===== src/rtl/cond_pkg.sv =====
// Shared constants for the condition unit: condition codes, flag bit
// positions and flag-write group selectors.
package cond_pkg;

    localparam logic [3:0] COND_EQ = 4'b0000;
    localparam logic [3:0] COND_NE = 4'b0001;
    localparam logic [3:0] COND_CS = 4'b0010;
    localparam logic [3:0] COND_CC = 4'b0011;
    localparam logic [3:0] COND_MI = 4'b0100;
    localparam logic [3:0] COND_PL = 4'b0101;
    localparam logic [3:0] COND_VS = 4'b0110;
    localparam logic [3:0] COND_VC = 4'b0111;
    localparam logic [3:0] COND_HI = 4'b1000;
    localparam logic [3:0] COND_LS = 4'b1001;
    localparam logic [3:0] COND_GE = 4'b1010;
    localparam logic [3:0] COND_LT = 4'b1011;
    localparam logic [3:0] COND_GT = 4'b1100;
    localparam logic [3:0] COND_LE = 4'b1101;
    localparam logic [3:0] COND_AL = 4'b1110;
    localparam logic [3:0] COND_NV = 4'b1111;

    // Bit positions inside the ascending-order {V,C,N,Z} flag vector.
    localparam int FLAG_V = 0;
    localparam int FLAG_C = 1;
    localparam int FLAG_N = 2;
    localparam int FLAG_Z = 3;

    localparam int FW_NZ = 0;
    localparam int FW_CV = 1;

endpackage


===== src/rtl/cond_check.sv =====
// Purely combinational condition evaluator: (cond, flags) -> cond_ex.
// Carry follows the "C = 1 means no borrow" subtract convention.
module cond_check
    import cond_pkg::*;
(
    input  logic [0:3] cond,
    input  logic [0:3] flags,
    output logic       cond_ex
);

    logic v, c, n, z;

    always_comb begin
        v       = flags[FLAG_V];
        c       = flags[FLAG_C];
        n       = flags[FLAG_N];
        z       = flags[FLAG_Z];
        cond_ex = 1'b0;
        case (cond)
            COND_EQ: cond_ex = z;
            COND_NE: cond_ex = !z;
            COND_CS: cond_ex = c;
            COND_CC: cond_ex = !c;
            COND_MI: cond_ex = n;
            COND_PL: cond_ex = !n;
            COND_VS: cond_ex = v;
            COND_VC: cond_ex = !v;
            COND_HI: cond_ex = c & !z;
            COND_LS: cond_ex = !c | z;
            COND_GE: cond_ex = (n == v);
            COND_LT: cond_ex = (n != v);
            COND_GT: cond_ex = !z & (n == v);
            COND_LE: cond_ex = z | (n != v);
            COND_AL: cond_ex = 1'b1;
            default: cond_ex = 1'b0;  // reserved code never executes
        endcase
    end

endmodule


===== src/rtl/cond_unit.sv =====
// Condition unit: architectural flag register, condition evaluation and
// write-strobe gating. Optional saturating statistics via COND_UNIT_STATS_EN.
module cond_unit
    import cond_pkg::*;
#(
    parameter int STAT_W = 32
) (
    input  logic              clk,
    input  logic              reset,
    input  logic [0:3]        ALUFlags,
    input  logic [0:1]        FlagW,
    input  logic [0:3]        Cond,
    input  logic              InstrValid,
    input  logic              RegW,
    input  logic              MemW,
    input  logic              PCS,
    output logic              RegWrite,
    output logic              MemWrite,
    output logic              PCSrc,
    output logic              CondEx,
    output logic [0:3]        Flags,
    output logic [0:STAT_W-1] TakenCount,
    output logic [0:STAT_W-1] SkipCount
);

    logic [0:3] flags_q;
    logic       cond_ex;
    logic       fire;

    // Evaluated on the registered flags, so a same-cycle flag write is not seen.
    cond_check u_cond_check (
        .cond    (Cond),
        .flags   (flags_q),
        .cond_ex (cond_ex)
    );

    assign fire     = cond_ex & InstrValid & !reset;
    assign CondEx   = cond_ex;
    assign RegWrite = RegW & fire;
    assign MemWrite = MemW & fire;
    assign PCSrc    = PCS  & fire;
    assign Flags    = flags_q;

    always_ff @(posedge clk) begin
        if (reset) begin
            flags_q <= 4'b0000;
        end else if (fire) begin
            if (FlagW[FW_NZ]) begin
                flags_q[FLAG_N] <= ALUFlags[FLAG_N];
                flags_q[FLAG_Z] <= ALUFlags[FLAG_Z];
            end
            if (FlagW[FW_CV]) begin
                flags_q[FLAG_V] <= ALUFlags[FLAG_V];
                flags_q[FLAG_C] <= ALUFlags[FLAG_C];
            end
        end
    end

`ifdef COND_UNIT_STATS_EN
    logic [0:STAT_W-1] taken_q;
    logic [0:STAT_W-1] skip_q;

    // Both counters stick at all-ones rather than wrapping.
    always_ff @(posedge clk) begin
        if (reset) begin
            taken_q <= '0;
            skip_q  <= '0;
        end else begin
            if (PCSrc && (taken_q != '1))
                taken_q <= taken_q + STAT_W'(1);
            if (InstrValid && !cond_ex && (skip_q != '1))
                skip_q <= skip_q + STAT_W'(1);
        end
    end

    assign TakenCount = taken_q;
    assign SkipCount  = skip_q;
`else
    assign TakenCount = '0;
    assign SkipCount  = '0;
`endif

endmodule

===== config.mk =====
export PLATFORM = sky130hd
export DESIGN_NAME = cond_unit
export DESIGN_NICKNAME = d
export VERILOG_FILES = /design/src/rtl/cond_pkg.sv /design/src/rtl/cond_check.sv /design/src/rtl/cond_unit.sv
export SDC_FILE = /design/constraint.sdc
export NUM_CORES = 1
export LEC_CHECK = 0
export CORE_MARGIN = 2
export CORE_UTILIZATION = 26
export DETAILED_ROUTE_END_ITERATION = 10
export PLACE_DENSITY = 0.77
export SLEW_MARGIN = 20
export SYNTH_ARGS = -nofsm -noshare
export SYNTH_HDL_FRONTEND = slang
export SYNTH_SLANG_ARGS = --single-unit

===== constraint.sdc =====
create_clock -name clk -period 2.36 [get_ports clk]
set_input_delay 0.708 -clock clk [delete_from_list [all_inputs] [get_ports clk]]
set_output_delay 0.708 -clock clk [all_outputs]
set_load 0.05 [all_outputs]

Word-level counts from Yosys, hierarchy flattened
Index checks and enable logic that the tools add are counted.
{ "word_totals": {"register_bits": 4, "out_inout_bits": 72, "wordCells": 36} }
{ "op_classes": {"n_eq_ne": 16, "n_mux": 1, "n_bitwise": 9, "reduce_logical": 8} }
{ "ops": {"columns": ["cell", "n"], "rows": [
  ["equality test 4 bit, second input constant", 7],
  ["equality test 4 x 3 -> 1 bit, second input constant", 4],
  ["one-hot mux 1 bit (15 select lines)", 1],
  ["equality test 4 x 2 -> 1 bit, second input constant", 2],
  ["AND 1 bit", 7],
  ["zero test 1 bit", 5],
  ["equality test 4 x 1 -> 1 bit, second input constant", 1],
  ["zero test 4 bit", 1],
  ["AND reduction 2 bit", 2],
  ["bitwise OR 1 bit", 2],
  ["equality test 1 bit", 1],
  ["inequality test 1 bit", 1]
]} }

Depth between registers and ports, before layout
{ "depth": {"word_depth": 6, "depth_mapped": 6, "mapped_depth_nobuf": 6} }

Cells and area by module
From an unflattened synthesis, not the netlist that was laid out.
{ "unflattened": {"hier_cells": 116, "hier_area_um2": 900.9} }
{ "by_module_without_submodules": {"columns": ["mod", "instances", "cells_per_inst", "area_per_inst_um2", "seq_area_each_um2"], "rows": [
  ["cond_unit", 1, 88, 706.9, 80.1],
  ["cond_check", 1, 28, 193.9, 0.0]
]} }

Worst setup path after synthesis
OpenSTA, ideal clock, no wires.
{ "synth_timing": {"path_kind": "reg2out", "startpoint": "register flags_q (netlist bit Flags[0])", "endpoint": "output MemWrite", "arrival_time_ns": 2.552, "setup_slack_ns": -0.900, "path_stages_with_launch": 7, "n_path_buf": 0, "cell_sequence": "dfxtp_1 > inv_1 > o21ai_0 > a21oi_1 > o31ai_4 > xor2_2 > and3_1"} }
{ "synth_via": {"elab_chain_cells": 6, "elab_cells_between_ends": 9} }
{ "synth_rtl": {"columns": ["element", "line_no", "rtl"], "rows": [
  ["start, declared", "cond_unit.sv:26", "logic [0:3] flags_q;"],
  ["start signal, assigned by index", "cond_unit.sv:49", "flags_q[FLAG_N] <= ALUFlags[FLAG_N];"],
  ["start signal, assigned by index", "cond_unit.sv:50", "flags_q[FLAG_Z] <= ALUFlags[FLAG_Z];"],
  ["start signal, assigned by index", "cond_unit.sv:53", "flags_q[FLAG_V] <= ALUFlags[FLAG_V];"],
  ["inequality test 1 bit / equality test 1 bit (equally long branches)", null, null],
  ["bitwise OR 1 bit / AND 1 bit (equally long branches)", "cond_check.sv:33, cond_check.sv:32", null],
  ["one-hot mux 1 bit (15 select lines) (*)", "cond_check.sv:19", "case (cond)"],
  ["named net CondEx", "cond_unit.sv:20", "output logic CondEx,"],
  ["AND 1 bit (*) (2 in a row)", "cond_unit.sv:37", "assign fire = cond_ex & InstrValid & !reset;"],
  ["AND 1 bit (*)", "cond_unit.sv:40", "assign MemWrite = MemW & fire;"],
  ["end, declared", "cond_unit.sv:18", "output logic MemWrite,"]
]} }
The timed path passes the listed nets; every way through them passes the cells marked *.

Worst setup path after layout
{ "layout_timing": {"startpoint": "input Cond[2] (netlist name)", "endpoint": "output RegWrite"} }
{ "layout_via": {"elab_chain_cells": 5, "elab_cells_between_ends": 19} }
{ "layout_rtl": {"columns": ["element", "line_no", "rtl"], "rows": [
  ["start, declared", "cond_unit.sv:12", "input logic [0:3] Cond,"],
  ["equality test 4 bit (tied with other cells)", "cond_check.sv:19", null],
  ["one-hot mux 1 bit (15 select lines) (*)", "cond_check.sv:19", null],
  ["AND 1 bit (*) (2 in a row)", "cond_unit.sv:37", null],
  ["AND 1 bit (*)", "cond_unit.sv:39", "assign RegWrite = RegW & fire;"],
  ["end, declared", "cond_unit.sv:17", "output logic RegWrite,"]
]} }
Mark *: on every way between the ends. The rest lies on a longest branch, timed or not.

==> summary.md <==
| Metric | Value |
|---|---|
| Outcome | complete, but fails checks |
| Failing checks | negative setup slack |
| Count of final hold-check violations | 0 |
| Clock Pin Slew Worst Setup and Hold Paths | 0.04 ns |
| Post-synth EDFFs | 0 |
| DP HPWL | 1.216 mm |
| Largest cells by area after synthesis | buf_4 (56%), dfxtp_1 (9.4%), mux2i_1 (7.0%) |
| Critical path endpoint category | output pin |
| Syn Area/Cell | 7.963 um^2 |
| Die Ht | 61.25 um |
| VDD IR-drop max | around 0.28 mV |
| Initial antenna violation count | 0 |
| CTS Buf Count | 3 |
| # diodes | 0 |
| Post-synthesis mux area share | between 7 and 8% |
| Setup crit start kind | input port |
| Max reg flops | 4 |
| Register area | between 80 and 90 um^2 |
| Row count | 20 |
| Htree depth | 1 |
| Post-DP Area | 1067 um^2 |
| PnR Total Power | around 550 uW |
| DRC | 0 |
| Met2 GRT Util | between 10% and 20% |
| Placer Congestion | between 0.7 and 0.8 |
| Clock Sinks | 4 |
| Layout cells sized above 1 | between 20% and 30% |
| Vias in the first global route | 466 |
| Area occupied by multi-input gates | 558.0 um^2 |
| Die Wd | 61.25 um |
| Max incr delay on CP | 0.46 ns |
| Share of the synthesized area in the top cell type | 56.39% |
| Post-Syn Area | 852.1 um^2 |
| Synthesis-to-layout area growth | 30.25% |
| Most Used Layer, Global Route | met2 |
| Largest net degree at the start of global routing | 9 |
| Routed WL | 1.362 mm |
| RSZ-0062 raised after global routing | yes |
| WHS Path Cells | 2 |
| Final Cell Area | 1110 um^2 |
| Post-synth top area cell | buf_4 |
| I/O pin total | 88 |
| Worst setup margin | -0.4276 ns |
| Syn Inst Count | 107 |
| Leak | 0.0005424 uW |
| Final worst path period share | 118.1% |
| Buffers on Ports | 23 |
| Setup slack, reg-to-reg | roughly 0.35 ns |
| Buffers and inverters on the worst path | 2 |
| GR Overflow Total | 0 |
| Post-Route Setup TNS | -1.633 ns |
| Starting DRT DRC Count | 17 |
| CP required | 1.65 ns |
| Post-DRT Antenna Nets | 0 |
| First-pass GRT wire length | 1.890 mm |
| Root Buffer | clkbuf_4 |
| HP Class | reg -> reg |
| Synth cell types | 23 |
| Compound-Gate Fraction of Synth Area | 8.811% |
| Crit path cell chain | clkdlybuf4s50_1, o31ai_4, xor2_4, and3_4, buf_12 |
| Via count | 618 |
| Global Route Usage Sum | 6.859% |
| Delay-heaviest family, CP | buffers and inverters |
| Met1 usage in global routing | 8.333% |
| CP max stage cell | clkdlybuf4s50_1 |
| Setup violations, final | 4 |
| CTS tree | done |
| Die area | between 3000 and 4000 um^2 |
| Core Area | 3078 um^2 |
| Worst reg-to-reg path cell count | 8 |
| Clk buf depth | 2 |
| NumNets Final | 162 |
| DR WL/cell | just over 7 um |
| Critical Path Fanout Max | 4 |
| Max frequency | 358.7 MHz |
| Register area share after synthesis | 9.398% |
| Worst Max-Slew Pin Slew | 0.4959 ns |
| Final Slew Violations | 0 |
| Fillers | 340 |
| Synth Area in Adders | 0% |
| Via/cell ratio | 3.287 |
| Clk Latency, worst-skew pair | 0.24 ns |
| Crit path kind | in -> out |
| Flops & latches, synth | 4 |
| Simple-Gate Fraction of Synth Area | 14.68% |
| Syn. warnings | 0 |
| Min cycle time layout | 2.788 ns |
| Initial Utilization | around 28% |
| Power per Cell Area | slightly below 500 nW/um^2 |
| Met3 Usage GRT | 3.571% |
| Largest family of logic cells by synthesized area | buffers and inverters |
| Post-Synth XOR/XNOR Area | 1.909% |
| Setup Skew | around 0.00056 ns |
| Top FF cell, synth | dfxtp_1 |
| Critical path data arrival time | 2.08 ns |
| FFs w/ async S/R, synth | 0% |
| Slew headroom | 66.83% |
| # Max-Cap Violations | 0 |
| Drt first pass iters | 4 |
| Smallest hold slack | 0.5056 ns |
| CP Depth | 5 |
repair_timing:
item                                    4_1_cts  5_1_grt
hold buffers                                  0        0
pin swaps                                     6        4
gates cloned                                  0        0
resized for setup                             6        6
setup buffers                                 1        1
endpoints found under the hold margin         0        0
endpoints found under the setup margin        8        5
power by group:
part / switching, uW / internal, uW / total (uW) / leakage, uW
Sequential: 4.92 / 71.6 / 76.5 / 0.0000334
Clock: 30.3 / 57.0 / 87.4 / 0.0000138
Combinational: 294 / 89.6 / 384 / 0.000495
Total: 330 / 218 / 548 / 0.000542
final cells by class:
cell class	instances	area share [%]
Multi-Input combinational cell	99	50.28
Inverter	3	2.142
Timing Repair Buffer	35	33.15
Clock buffer	3	2.029
Sequential cell	4	7.441
Tap cell	44	4.961
worst reg2reg max path, cell delays in order, from the launching register on:
cell	delay, ns
dfxtp_2	0.40
inv_1	0.07
o21ai_0	0.23
a21oi_2	0.11
o31ai_4	0.33
buf_4	0.16
buf_4	0.11
mux2i_1	0.30
mux2i_1	0.23
cell families (layout without fill, tap and decap cells):
kind of cell / after synthesis / count (layout)
xor+xnor: 1 / 1
simple gates: 20 / 20
buf+inv: 67 / 41
mux: 6 / 6
other cells: 1 / 64
flops: 4 / 4
compound gates: 8 / 8
through the flow:
stage / setup slack (ns) / util, % / cells
after floorplan: -0.5065 / - / 170
after global placement: -0.8891 / 34.67 / 184
after detailed placement: -0.8922 / 34.67 / 184
after CTS: -0.6217 / 35.77 / 188
after global routing: -0.4962 / 36.06 / 188
final: -0.4276 / 36.06 / 188
metal layers:
metal  vias up  share of wire (%)
li1        296                  -
met1       263                 36
met2        57                 46
met3         2                 17
met4         0               0.59
met5         -                  0
cell usage in the layout (no fill, tap or decap):
cell type,synthesis,layout
and4bb_1,1,1
nand2_1,1,1
buf_4,64,12
clkdlybuf4s50_1,0,15
a21oi_2,0,1
and3_4,0,3
mux2i_1,6,6
nand3b_1,2,2
o211ai_1,1,1
o41ai_4,0,1
nand3_1,2,2
dfxtp_2,0,2
buf_6,0,2
o31ai_4,1,1
inv_1,2,2
buf_12,0,5
nand2b_1,7,7
or2b_1,1,1
clkbuf_4,0,3
nor2_1,2,2
a31oi_1,2,2
inv_12,0,1
xor2_4,0,1
clkbuf_2,0,1
nor2b_1,1,1
dfxtp_1,4,2
conb_1,1,64
o21ai_0,1,1
a211oi_1,1,1
Yosys cell counts, types with 2 or more instances:
cell type  number
nand2b_1        7
nand3_1         2
dfxtp_1         4
buf_4          64
nor2_1          2
and3_1          3
mux2i_1         6
nand3b_1        2
inv_1           2
a31oi_1         2
final timing paths:
path	startpoint	endpoint
max	Cond[2]	RegWrite
min	Flags[1]	Flags[1]
max reg2reg	Flags[0]	Flags[2]
min reg2reg	Flags[1]	Flags[1]
No activity file was read; power rests on OpenSTA's default activity.
